===== config.mk =====
export PLATFORM = sky130hd
export DESIGN_NAME = tilt_step_scheduler
export DESIGN_NICKNAME = d
export VERILOG_FILES = /design/src/rtl/tilt_step_scheduler.sv
export SDC_FILE = /design/constraint.sdc
export NUM_CORES = 1
export LEC_CHECK = 0
export ABC_AREA = 1
export CAP_MARGIN = 20
export CORE_UTILIZATION = 33
export CTS_BUF_LIST = sky130_fd_sc_hd__clkbuf_4 sky130_fd_sc_hd__clkbuf_8 sky130_fd_sc_hd__clkbuf_16
export DETAILED_ROUTE_END_ITERATION = 6
export GPL_TIMING_DRIVEN = 0
export PLACE_DENSITY = 0.56
export SETUP_SLACK_MARGIN = 0.4
export SLEW_MARGIN = 20
export SYNTH_ARGS = -nofsm -noshare
export SYNTH_HDL_FRONTEND = slang
export SYNTH_SLANG_ARGS = --single-unit

===== constraint.sdc =====
create_clock -name clk -period 2.45 [get_ports clk]
set_clock_uncertainty 0.05 [all_clocks]
set_input_delay 0.49 -clock clk [delete_from_list [all_inputs] [get_ports clk]]
set_output_delay 0.49 -clock clk [all_outputs]
set_load 0.05 [all_outputs]

===== src/rtl/tilt_step_scheduler.sv =====
// Board-tilt step scheduler: debounced, auto-repeating step pulses per axis
// plus a tilt-feedback re-level sequence that walks each axis back to zero.
module tilt_step_scheduler #(
  parameter int TICK_DIV     = 50000,
  parameter int DEB_TICKS    = 10,
  parameter int HOLD_TICKS   = 300,
  parameter int REPEAT_TICKS = 20,
  parameter int CENTER_TICKS = 2
) (
  input  logic        clk,
  input  logic        rst,
  input  logic        enable,
  input  logic [3:0]  btn,
  input  logic        center,
  input  logic [10:0] tilt_x,
  input  logic [10:0] tilt_y,
  output logic [3:0]  slope,
  output logic        busy_x,
  output logic        busy_y
);

  localparam int TW = (TICK_DIV > 1) ? $clog2(TICK_DIV) : 1;
  localparam int CW = 16;

  localparam logic [TW-1:0] TICK_END = TW'(TICK_DIV - 1);
  localparam logic [CW-1:0] DEB_END  = CW'(DEB_TICKS - 1);
  localparam logic [CW-1:0] HOLD_END = CW'(HOLD_TICKS - 1);
  localparam logic [CW-1:0] REP_END  = CW'(REPEAT_TICKS - 1);
  localparam logic [CW-1:0] CEN_END  = CW'(CENTER_TICKS - 1);

  typedef enum logic [2:0] {
    IDLE, DEBOUNCE, HOLD, REPEAT, CENTER
  } state_t;

  logic [3:0]    btn_m;
  logic [3:0]    btn_s;
  logic [TW-1:0] tcnt;
  logic          tick;
  logic [1:0]    busy_v;

  always_ff @(posedge clk or posedge rst) begin
    if (rst) begin
      btn_m <= '0;
      btn_s <= '0;
    end else begin
      btn_m <= btn;
      btn_s <= btn_m;
    end
  end

  // Free-running tick divider, independent of enable
  always_ff @(posedge clk or posedge rst) begin
    if (rst) begin
      tcnt <= '0;
    end else if (tick) begin
      tcnt <= '0;
    end else begin
      tcnt <= tcnt + 1'b1;
    end
  end

  assign tick = (tcnt == TICK_END);

  for (genvar a = 0; a < 2; a++) begin : g_axis
    state_t          st;
    state_t          st_n;
    logic [CW-1:0]   cnt;
    logic [CW-1:0]   cnt_n;
    logic [1:0]      ld;
    logic [1:0]      ld_n;
    logic            pend;
    logic            pend_n;
    logic [1:0]      step;
    logic [1:0]      sq;
    logic [1:0]      dir;
    logic            dv;
    logic [10:0]     tilt;
    logic            tz;

    assign dir  = btn_s[2*a +: 2];
    assign dv   = ^dir;
    assign tilt = (a == 0) ? tilt_x : tilt_y;
    assign tz   = (tilt == '0);

    always_ff @(posedge clk or posedge rst) begin
      if (rst) begin
        st   <= IDLE;
        cnt  <= '0;
        ld   <= '0;
        pend <= 1'b0;
        sq   <= '0;
      end else begin
        st   <= st_n;
        cnt  <= cnt_n;
        ld   <= ld_n;
        pend <= pend_n;
        sq   <= step;
      end
    end

    // Direction changes are evaluated before the tick, so they
    // swallow any step that was due in the same cycle.
    always_comb begin
      st_n   = st;
      cnt_n  = cnt;
      ld_n   = ld;
      pend_n = pend;
      step   = 2'b00;
      unique case (st)
        IDLE: begin
          if (dv) begin
            st_n  = DEBOUNCE;
            ld_n  = dir;
            cnt_n = '0;
          end else if (pend) begin
            pend_n = 1'b0;
            cnt_n  = '0;
            if (!tz) st_n = CENTER;
          end
        end
        DEBOUNCE: begin
          if (dir != ld) begin
            st_n  = IDLE;
            cnt_n = '0;
          end else if (tick) begin
            if (cnt == DEB_END) begin
              step  = ld;
              st_n  = HOLD;
              cnt_n = '0;
            end else begin
              cnt_n = cnt + 1'b1;
            end
          end
        end
        HOLD: begin
          if (dir != ld) begin
            st_n  = IDLE;
            cnt_n = '0;
          end else if (tick) begin
            if (cnt == HOLD_END) begin
              step  = ld;
              st_n  = REPEAT;
              cnt_n = '0;
            end else begin
              cnt_n = cnt + 1'b1;
            end
          end
        end
        REPEAT: begin
          if (dir != ld) begin
            st_n  = IDLE;
            cnt_n = '0;
          end else if (tick) begin
            if (cnt == REP_END) begin
              step  = ld;
              cnt_n = '0;
            end else begin
              cnt_n = cnt + 1'b1;
            end
          end
        end
        CENTER: begin
          if (dv) begin
            st_n  = DEBOUNCE;
            ld_n  = dir;
            cnt_n = '0;
          end else if (tick) begin
            if (cnt == CEN_END) begin
              cnt_n = '0;
              if (tz) begin
                st_n = IDLE;
              end else begin
                step = tilt[10] ? 2'b01 : 2'b10;
              end
            end else begin
              cnt_n = cnt + 1'b1;
            end
          end
        end
        default: begin
          st_n  = IDLE;
          cnt_n = '0;
        end
      endcase
      if (center && st != CENTER) pend_n = 1'b1;
      if (!enable) begin
        st_n   = IDLE;
        cnt_n  = '0;
        pend_n = 1'b0;
        step   = 2'b00;
      end
    end

    assign slope[2*a +: 2] = sq;
    assign busy_v[a]       = (st == CENTER);
  end

  assign busy_x = busy_v[0];
  assign busy_y = busy_v[1];

endmodule


# After elaboration in Yosys (flattened, before gate mapping)
# Cells that the tools add are included.
# word_totals
regBits,72
output_inout_bits,6
word_cells,186
# classes
n_addsub,3
eq_ne,47
muxes,105
reduce_logical,18
# op_table
cell,count
16-bit 2-to-1 mux,31
16-bit case mux with 5 select lines,2
3-bit 2-to-1 mux,30
2-bit 2-to-1 mux,30
4-bit inequality test (second input constant),14
16-bit by 1-bit adder with 16-bit output (second input constant),3
16-bit by 1-bit equality test with 1-bit output (second input constant),2
16-bit by 4-bit equality test with 1-bit output (second input constant),2
16-bit by 5-bit equality test with 1-bit output (second input constant),2
16-bit by 9-bit equality test with 1-bit output (second input constant),2
3-bit case mux with 5 select lines,2
4-bit by 2-bit inequality test with 1-bit output (second input constant),6
11-bit zero test,2
10-bit AND reduction,2
16-bit equality test (second input constant),1
2-bit case mux with 4 select lines,2
3-bit by 2-bit equality test with 1-bit output (second input constant),4
3-bit inequality test (second input constant),4
5-bit AND reduction,2
1-bit 2-to-1 mux,8
2-bit AND reduction,4
3-bit by 1-bit equality test with 1-bit output (second input constant),2
3-bit equality test (second input constant),2
3-bit zero test,2
other kinds (6),12

# Logic depth before layout (Yosys ltp)
# Gate-level depths: netlist of run 1.
# depth
word_depth,7
mapped_depth,14

# Worst setup path after synthesis of run 1
# OpenSTA, ideal clock, no wires.
# synth_timing
path_type,flip-flop to output port
from,reg g_axis[0].st[0]
to,out busy_x
t_arrival_ps,1390
required_ps,1910
setup_slack_ps,520
stages_incl_launch_ff,5
n_path_buf,1
path_cell_list,dfrtp_1 > nor2_1 > inv_1 > nor2_1 > clkbuf_1
# synth_between
elab_chain_cells,1
# synth_lines
item,line,text
"start, declared",65,state_t st;
"start signal, assigned",93,st <= st_n;
3-bit equality test,195,assign busy_v[a] = (st == CENTER);
"end, declared",18,"output logic busy_x,"
# No other way between the ends.

# Worst setup path after layout of run 1
# Same ends and word-level chain as after synthesis.

==> results.toml, run 1 <==
[status]
outcome = "finished clean"

[floorplan]
die_area_um2 = 17300
die_w_um = 131
io_pins = 36
initial_core_util_pct = 34.3
fp.dieH_um = 131
rows = 46
core_um2 = 16100

[worst_setup_path]
reg2reg_to = "g_axis[0].st[2]"
reg2reg_from = "g_axis[0].cnt[12]"
worst_ep_required_time_ns = 1.91
r2r_slack_ns = 0.49
cp_max_fo = 5
critPathArrivalTime_ns = 1.47
start_kind = "register"
endpoint_kind = "output port"
reg2reg_depth = 10
crit_type = "register to output port"

[power]
ir_worst_vdd_v = 0.000379
cellLeakagePower_nw = 3.23
powerDensity_nw_per_um2 = 633

[yosys]
synth.cell_area_um2 = 5530
synth.mux.area_fraction_pct = 0
ys_ff_latch = 72
yosysSeqAreaShare_pct = 32.6
synthCells = 843
synth_common_cells = "nand2_1, nor2_1, nand3_1, inv_1, dfrtp_1"
syn_area_per_cell_um2 = 6.55
ys.flop_type = "dfrtp_1"
yosys.area_share.xor_xnor_pct = 1.90
synth_top_family_by_area = "simple AND/OR/NAND/NOR gates"
synthSimpleGateAreaFrac_pct = 46.7
synth_top_area_share_pct = 32.6
yosysMostFrequentCell = "nand2_1"
synth_area_leader_cell = "dfrtp_1"
synth_area_leaders = "dfrtp_1, nand2_1, nand3_1"
synthAdderAreaFrac_pct = 1.13
yosys_warnings = 0
yosysUniqueCellTypes = 42
synthArstFlopShare_pct = 100
synth_compound_area_share_pct = 7.43
synth_edf_count = 0
synth_nets = 878

[worst_hold_path]
holdPathStages = 0
min-delay-start = "btn_m[2]"
worstHoldEndpoint = "btn_s[2]"
hp-class = "register to register"

[grt]
grt_pass1_wl_um = 25900
track_usage_pct = 18.5
grt_max_degree = 29
grt_pass1_vias = 5139
antenna_found_initial = 0
globalRouteOverflowTotal = 0

[timing]
holdWs_ns = 0.297
slew_headroom_pct = 54.5
max_clock_freq_mhz = 499
fin_ws_ns = 0.444
finalSetupViolCount = 0
drv_slew = 0
final_hold_viol_count = 0
tns_ns = 0
rsz0062_at_grt = "true"
tightest_slew_ns = 0.681
post-route-min-period_ns = 2.01
fin_crit_sh_pct = 81.9

[detailed_routing]
drt_pass1_iterations = 6
route.detailed.drc = 0
totalWireLength_um = 15300
drtIter0Drc = 464
vias_per_cell = 5.00
num_vias = 5635
ant_nets = 0
drt-wirelength-per-cell_um = 13.6

[finish]
fin_nets = 941
antenna_cells = 0
num-fill-cells = 1718
synthToLayoutAreaGrowth_pct = 23.2
layout-drive-gt1-share_pct = 15.0
fin_cells = 1127

[run]
max_cap_violations = 0

[clock_tree]
cts.clk_slew.worst_paths_ns = 0.06
cts_buffer_depth = 2
cts.sinks = 72
root_buffer = "clkbuf_16"
htree_levels = 3
cts_tree = "done"
numCtsBuffers = 9
clock_latency_ns = 0.35

[place]
post-place-ws_ns = -0.387
dpl.hpwl_um = 11300
place.port_buffers = 35
globalplace.congestion = 0.889
place_inst = 1096
metal layers:
layer  up-vias  share of wire, %  routed length (µm)  GRT usage [%]
li1       2891                 -                   -              -
met1      2599                49                7550           25.5
met2       131                45                6930           29.2
met3        14               4.2                 649           3.67
met4         0               1.4                 216           5.43
met5         -                 0                   0              0
sequential cells by signal, summed over array words and instances (netlist names):
| signal | cells |
|---|---|
| g_axis.ld | 4 |
| g_axis.pend | 2 |
| g_axis.cnt | 32 |
| g_axis.st | 6 |
| g_axis.sq | 4 |
| btn_s | 4 |
| tcnt | 16 |
| btn_m | 4 |
cells in the final DEF, fill, tap and decap left out, types with 4 or more instances in the layout:
cell             instances
dfrtp_1                 69
inv_1                   96
clkdlybuf4s50_1         32
nand3_1                104
buf_2                    8
inv_2                   15
nand2_2                  5
nor2_2                  14
o2111ai_1                7
nor3_1                  17
ha_1                     4
xor2_1                   7
o21bai_1                 4
a21oi_1                 16
o21ai_0                 15
buf_4                   19
nor2_4                  14
nand2_1                225
nand4_1                 49
clkbuf_16                9
nand2_4                  4
xnor2_1                  4
o21a_1                   5
nand3_2                  9
nor2_1                  99
o21ai_2                  4
worst max-delay path, stage by stage (launching register included):
cell and delay, ns:
dfrtp_2 0.45, nor2_2 0.15, inv_2 0.06, nor2_4 0.18, buf_8 0.14, buf_8 0.14
power breakdown:
| group | internal (mW) | switching (mW) | total, mW |
|---|---|---|---|
| Combinational | 0.477 | 0.898 | 1.38 |
| Sequential | 1.26 | 0.0953 | 1.36 |
| Clock | 1.05 | 0.526 | 1.57 |
| Total | 2.79 | 1.52 | 4.30 |
kinds of logic after synthesis:
logic type | Yosys count
compound gates | 65
xor+xnor | 12
fa+ha+maj | 5
buf+inv | 137
flops | 72
simple gates | 552
worst max path at each step:
| stage | start | to | slack [ns] |
|---|---|---|---|
| after floorplan | g_axis[0].st[0] | busy_x | 0.52 |
| after global placement | g_axis[0].st[0] | busy_x | -0.37 |
| after detailed placement | g_axis[0].st[0] | busy_x | -0.39 |
| after CTS | g_axis[0].st[0] | busy_x | 0.32 |
| after global routing | g_axis[0].cnt[0] | g_axis[0].st[1] | 0.34 |
| final | g_axis[0].st[0] | busy_x | 0.44 |
through the flow:
| stage | power (mW) | utilization (%) | area, µm² |
|---|---|---|---|
| final | 4.30 | 42.2 | 6810 |
| after global routing | 4.54 | 42.2 | 6810 |
| after CTS | 4.18 | 40.9 | 6590 |
| after detailed placement | 2.53 | 38.5 | 6200 |
| after global placement | 2.51 | 38.2 | 6150 |
| after floorplan | 2.15 | - | 5530 |
final cells by class:
cell class | instances | area (µm²) | share of cell area [%]
Sequential cell | 72 | 1810 | 26.5
Inverter | 116 | 450 | 6.62
Tap cell | 216 | 270 | 3.97
Multi-Input combinational cell | 634 | 3260 | 47.9
Clock buffer | 11 | 253 | 3.71
Clock inverter | 5 | 103 | 1.51
Timing Repair Buffer | 52 | 512 | 7.52
Buffer | 21 | 150 | 2.21
timing repair:
item	CTS	global route
setup buffers	1	14
endpoints found under the setup margin	22	41
hold buffers	0	0
gates resized for setup	23	41
pin swaps	0	8
gates cloned	0	0
No activity file was read; power rests on OpenSTA's default activity.
==> inputs of run 2 (changes only) <==
==> constraint.sdc (replaced) <==
create_clock -name clk -period 1.79 [get_ports clk]
set_clock_uncertainty 0.05 [all_clocks]
set_input_delay 0.358 -clock clk [delete_from_list [all_inputs] [get_ports clk]]
set_output_delay 0.358 -clock clk [all_outputs]
set_load 0.05 [all_outputs]
==> results.toml, run 2 (synthesis gave the netlist of run 1 again) <==
[status]
outcome = "finished with violations"
failed_checks = "negative setup slack"

[finish]
synthToLayoutAreaGrowth_pct = 53.1
layout-drive-gt1-share_pct = 39.3
fin_cells = 1218
reg_top3 = "g_axis.cnt (32), tcnt (16), g_axis.st (6)"
fin_nets = 1032
most-common-layout-cells = "nand2_1, inv_1, buf_4"
largest_reg_flops = 32
final_common_cell = "nand2_1"
antenna_cells = 0
top_register = "g_axis.cnt"

[clock_tree]
htree_levels = 3
cts.sinks = 72
root_buffer = "clkbuf_16"
cts_tree = "done"
cts_buffer_depth = 2
numCtsBuffers = 9
cts.clk_slew.worst_paths_ns = 0.06
clock_latency_ns = 0.35

[worst_setup_path]
critPathArrivalTime_ns = 1.47
worst_ep_required_time_ns = 1.38
reg2reg_depth = 12
slowest_stage = "dfrtp_2"
crit_top_cell = "nor2_4"
crit_path_max_incr_delay_ns = 0.44
endpoint_kind = "output port"
path_cells = "nor2_4 -> inv_2 -> nor2_4 -> clkbuf_8 -> buf_8"
cp_max_fo = 4
crit_type = "register to output port"
start_kind = "register"

[timing]
post-route-min-period_ns = 1.88
rsz0062_at_grt = "true"
drv_slew = 0
finalSetupViolCount = 21
slew_headroom_pct = 53.0
fin_crit_sh_pct = 105
fin_ws_ns = -0.0878
tightest_slew_ns = 0.701
max_clock_freq_mhz = 533
final_hold_viol_count = 0

[power]
powerDensity_nw_per_um2 = 796
cellLeakagePower_nw = 3.93
ir_worst_vdd_v = 0.000881
power_mw = 6.73

[floorplan]
rows = 46
initial_core_util_pct = 34.3
die_area_um2 = 17300
die_w_um = 131
core_um2 = 16100
io_pins = 36
fp.dieH_um = 131

[place]
place_inst = 1096
globalplace.congestion = 0.856
place.port_buffers = 35
dpl.hpwl_um = 11400
post-place-ws_ns = -0.640

[worst_hold_path]
hp-class = "register to register"
holdPathStages = 0

[detailed_routing]
num_vias = 6200
route.detailed.drc = 0
vias_per_cell = 5.09
drt_pass1_iterations = 7
drtIter0Drc = 517
totalWireLength_um = 18000
ant_nets = 0
drt-wirelength-per-cell_um = 14.8

[grt]
antenna_found_initial = 0
grt_pass1_wl_um = 29600
grt_pass1_vias = 5935
track_usage_pct = 21.3
grt_max_degree = 28
globalRouteOverflowTotal = 0

[run]
max_cap_violations = 0
[run 2: changes by cell type in the layout (fill, tap and decap cells not counted), moves of 9 or more]
cell,delta
buf_4,+62
nand2_1,-37
nand3_1,-33
nand2_2,+31
nand3_2,+29
buf_6,+23
nor2_1,-22
nor2_4,+16
dfrtp_1,-15
dfrtp_2,+15
inv_1,-15
inv_2,+12
nor3_1,-9
[run 2: worst paths after layout]
kind | startpoint | end | slack (ns)
max | g_axis[0].st[1] | busy_x | -0.09
min | btn_m[3] | btn_s[3] | 0.30
min in group asynchronous | rst | g_axis[0].cnt[12] | 0.42
min reg2reg | btn_m[3] | btn_s[3] | 0.30
max reg2reg | tcnt[5] | g_axis[1].cnt[1] | -0.04
max in group asynchronous | rst | btn_s[2] | 0.59
[run 2: area by class of cell]
class | instances | area (µm²)
timing repair buffer | 142 | 1330
fill | 1510 | 7660
clock inverter | 5 | 78.8
inverter | 116 | 477
multi-input combinational | 634 | 4020
timing repair inverter | 1 | 5.00
buffer | 21 | 203
clock buffer | 11 | 253
sequential | 72 | 1820
tap | 216 | 270
[run 2: worst max-delay path: cells and delay by family (launching register included)]
kind / cells / cell delay (ns)
AND/OR/NAND/NOR: 2 / 0.33
buffers and inverters: 3 / 0.36
flip-flops: 1 / 0.44
[run 2: power by group]
part | leakage, nW | internal (mW) | total (mW) | switching (mW)
clock | 0.165 | 1.29 | 2.03 | 0.740
sequential | 0.933 | 1.73 | 1.86 | 0.134
combinational | 2.83 | 1.23 | 2.84 | 1.61
total | 3.93 | 4.25 | 6.73 | 2.48
[run 2: timing repair]
item                       CTS  global route
pin swaps                   51            49
setup endpoints to repair   61            68
buffers inserted            83            19
hold buffers                 0             0
gates cloned                 3             1
resized for setup          215            82
[run 2: per-stage QoR]
| step | util, % | cell area, µm² | hold WS [ns] | setup TNS, ns |
|---|---|---|---|---|
| after detailed placement | 39.4 | 6350 | 0.285 | -18.89 |
| after global routing | 52.5 | 8460 | 0.307 | -3.78 |
| final | 52.5 | 8460 | 0.296 | -0.526 |
| after global placement | 39.1 | 6300 | 0.282 | -48.50 |
| after CTS | 49.8 | 8030 | 0.297 | -0.119 |
| after floorplan | - | 5680 | 0.281 | 0 |
[run 2: metal layers]
layer	vias up	GRT usage [%]	part of all wire [%]
met1	2879	27.7	45
met3	36	4.17	5.1
li1	3075	-	-
met2	210	34.7	47
met5	-	0	0
met4	0	7.95	3.0
==> inputs of run 3 (changes only) <==
--- a/config.mk
+++ b/config.mk
@@ -12,6 +12,7 @@
 export DETAILED_ROUTE_END_ITERATION = 6
 export GPL_TIMING_DRIVEN = 0
 export PLACE_DENSITY = 0.56
+export REMOVE_ABC_BUFFERS = 1
 export SETUP_SLACK_MARGIN = 0.4
 export SLEW_MARGIN = 20
 export SYNTH_ARGS = -nofsm -noshare
==> results.toml, run 3 (synthesis gave the netlist of run 1 again) <==
[status]
outcome = "finished with violations"
failed_checks = "negative setup slack"

[clock_tree]
cts_tree = "done"
cts.sinks = 72
cts.clk_slew.worst_paths_ns = 0.06
clock_latency_ns = 0.35
cts_buffer_depth = 2
cts_hold_buf = 0
htree_levels = 3
root_buffer = "clkbuf_16"
numCtsBuffers = 9

[floorplan]
initial_core_util_pct = 34.3
io_pins = 36
die_w_um = 131
fp.dieH_um = 131
core_um2 = 16100
rows = 46
die_area_um2 = 17300

[finish]
largest_reg_flops = 32
antenna_cells = 0
num-fill-cells = 1551
reg_top3 = "g_axis.cnt (32), tcnt (16), g_axis.st (6)"
final_common_cell = "nand2_1"
synthToLayoutAreaGrowth_pct = 46.9
final_cell_area_um2 = 8120
most-common-layout-cells = "nand2_1, inv_1, buf_4"
fin_nets = 1008
layout-drive-gt1-share_pct = 37.5
top_register = "g_axis.cnt"

[timing]
rsz0062_at_grt = "true"
max_clock_freq_mhz = 555
final_hold_viol_count = 0
slew_headroom_pct = 64.2
fin_crit_sh_pct = 101
tightest_slew_ns = 0.537
finalSetupViolCount = 1
post-route-min-period_ns = 1.80
holdWs_ns = 0.299
drv_slew = 0
fin_ws_ns = -0.0107

[place]
dpl_cell_area_um2 = 6070
place.port_buffers = 35
dpl.hpwl_um = 10500
post-place-ws_ns = -1.03
globalplace.congestion = 0.818

[worst_setup_path]
crit_type = "register to register"
endpoint_kind = "register"
worst_ep_required_time_ns = 1.96
start_kind = "register"
cp_max_fo = 7
critPathArrivalTime_ns = 1.97

[grt]
track_usage_pct = 19.6
grt_pass1_vias = 5562
grt_max_degree = 41
globalRouteOverflowTotal = 0
antenna_found_initial = 0
grt_pass1_wl_um = 27300

[power]
powerDensity_nw_per_um2 = 788
ir_worst_vdd_v = 0.000598
cellLeakagePower_nw = 3.65

[detailed_routing]
num_vias = 6008
totalWireLength_um = 17000
drt-wirelength-per-cell_um = 14.3
drt_pass1_iterations = 5
vias_per_cell = 5.04
ant_nets = 0
drtIter0Drc = 385
route.detailed.drc = 0

[worst_hold_path]
hp-class = "register to register"

[run]
max_cap_violations = 0
-- run 3: cell count changes in the layout (fill, tap and decap cells not counted), moves of 5 or more --
cell	delta
dfrtp_2	+11
o21ai_1	+5
dfrtp_1	-11
buf_6	-9
-- run 3: worst max-delay path: stages, from the launching register on --
cell and delay (ns):
dfrtp_1 0.40, nor2_1 0.13, nand3_1 0.10, nor2_2 0.15, nand2_4 0.12, nand2_4 0.10, inv_2 0.06, nand2_4 0.14
nand2_8 0.14, buf_12 0.17, nand2_2 0.04, o21ai_1 0.06
-- run 3: stage by stage --
step / std cells / setup TNS, ns / utilization, % / total power, mW
floorplan: 822 / -49.17 / - / 2.83
global placement: 1073 / -211.39 / 37.4 / 3.33
detailed placement: 1075 / -26.82 / 37.6 / 3.33
CTS: 1158 / 0 / 45.8 / 6.03
global route: 1193 / -1.92 / 50.4 / 6.71
finish: 1193 / -0.0107 / 50.4 / 6.40
-- run 3: final cells by class --
type                            instances  area, µm²  share of cell area (%)
Timing Repair inverter                  3       25.0                   0.308
Clock buffer                           10        239                    2.94
Clock inverter                          5       81.3                    1.00
Tap cell                              216        270                    3.33
Multi-Input combinational cell        634       3970                    48.9
Timing Repair Buffer                  137       1240                    15.2
Inverter                              116        462                    5.69
Sequential cell                        72       1840                    22.6
-- run 3: metal layers --
metal	routed length, µm	track usage, %
met4	305	6.40
met5	0	0
met1	7750	25.9
met3	776	3.97
met2	8200	31.9
-- run 3: repair_timing --
item / CTS / global route
pin swaps: 34 / 66
endpoints found under the setup margin: 63 / 59
resized for setup: 167 / 130
endpoints found under the hold margin: 0 / 0
cloned: 2 / 1
setup buffers: 66 / 34
-- run 3: path summary, 6_finish.rpt --
check	startpoint	to	slack [ns]	depth (start not counted)
min in group asynchronous	rst	g_axis[0].cnt[8]	0.36	2
worst min-delay path	btn_m[3]	btn_s[3]	0.30	0
max in group asynchronous	rst	g_axis[1].cnt[13]	0.73	3
worst max register to register	tcnt[5]	g_axis[1].cnt[1]	-0.01	11
worst max-delay path	tcnt[5]	g_axis[1].cnt[1]	-0.01	11
worst min register to register	btn_m[3]	btn_s[3]	0.30	0
-- run 3: where the power goes --
| part | switching (mW) | internal [mW] |
|---|---|---|
| clock network | 0.737 | 1.25 |
| logic | 1.54 | 1.01 |
| registers | 0.141 | 1.73 |
| total | 2.41 | 3.99 |
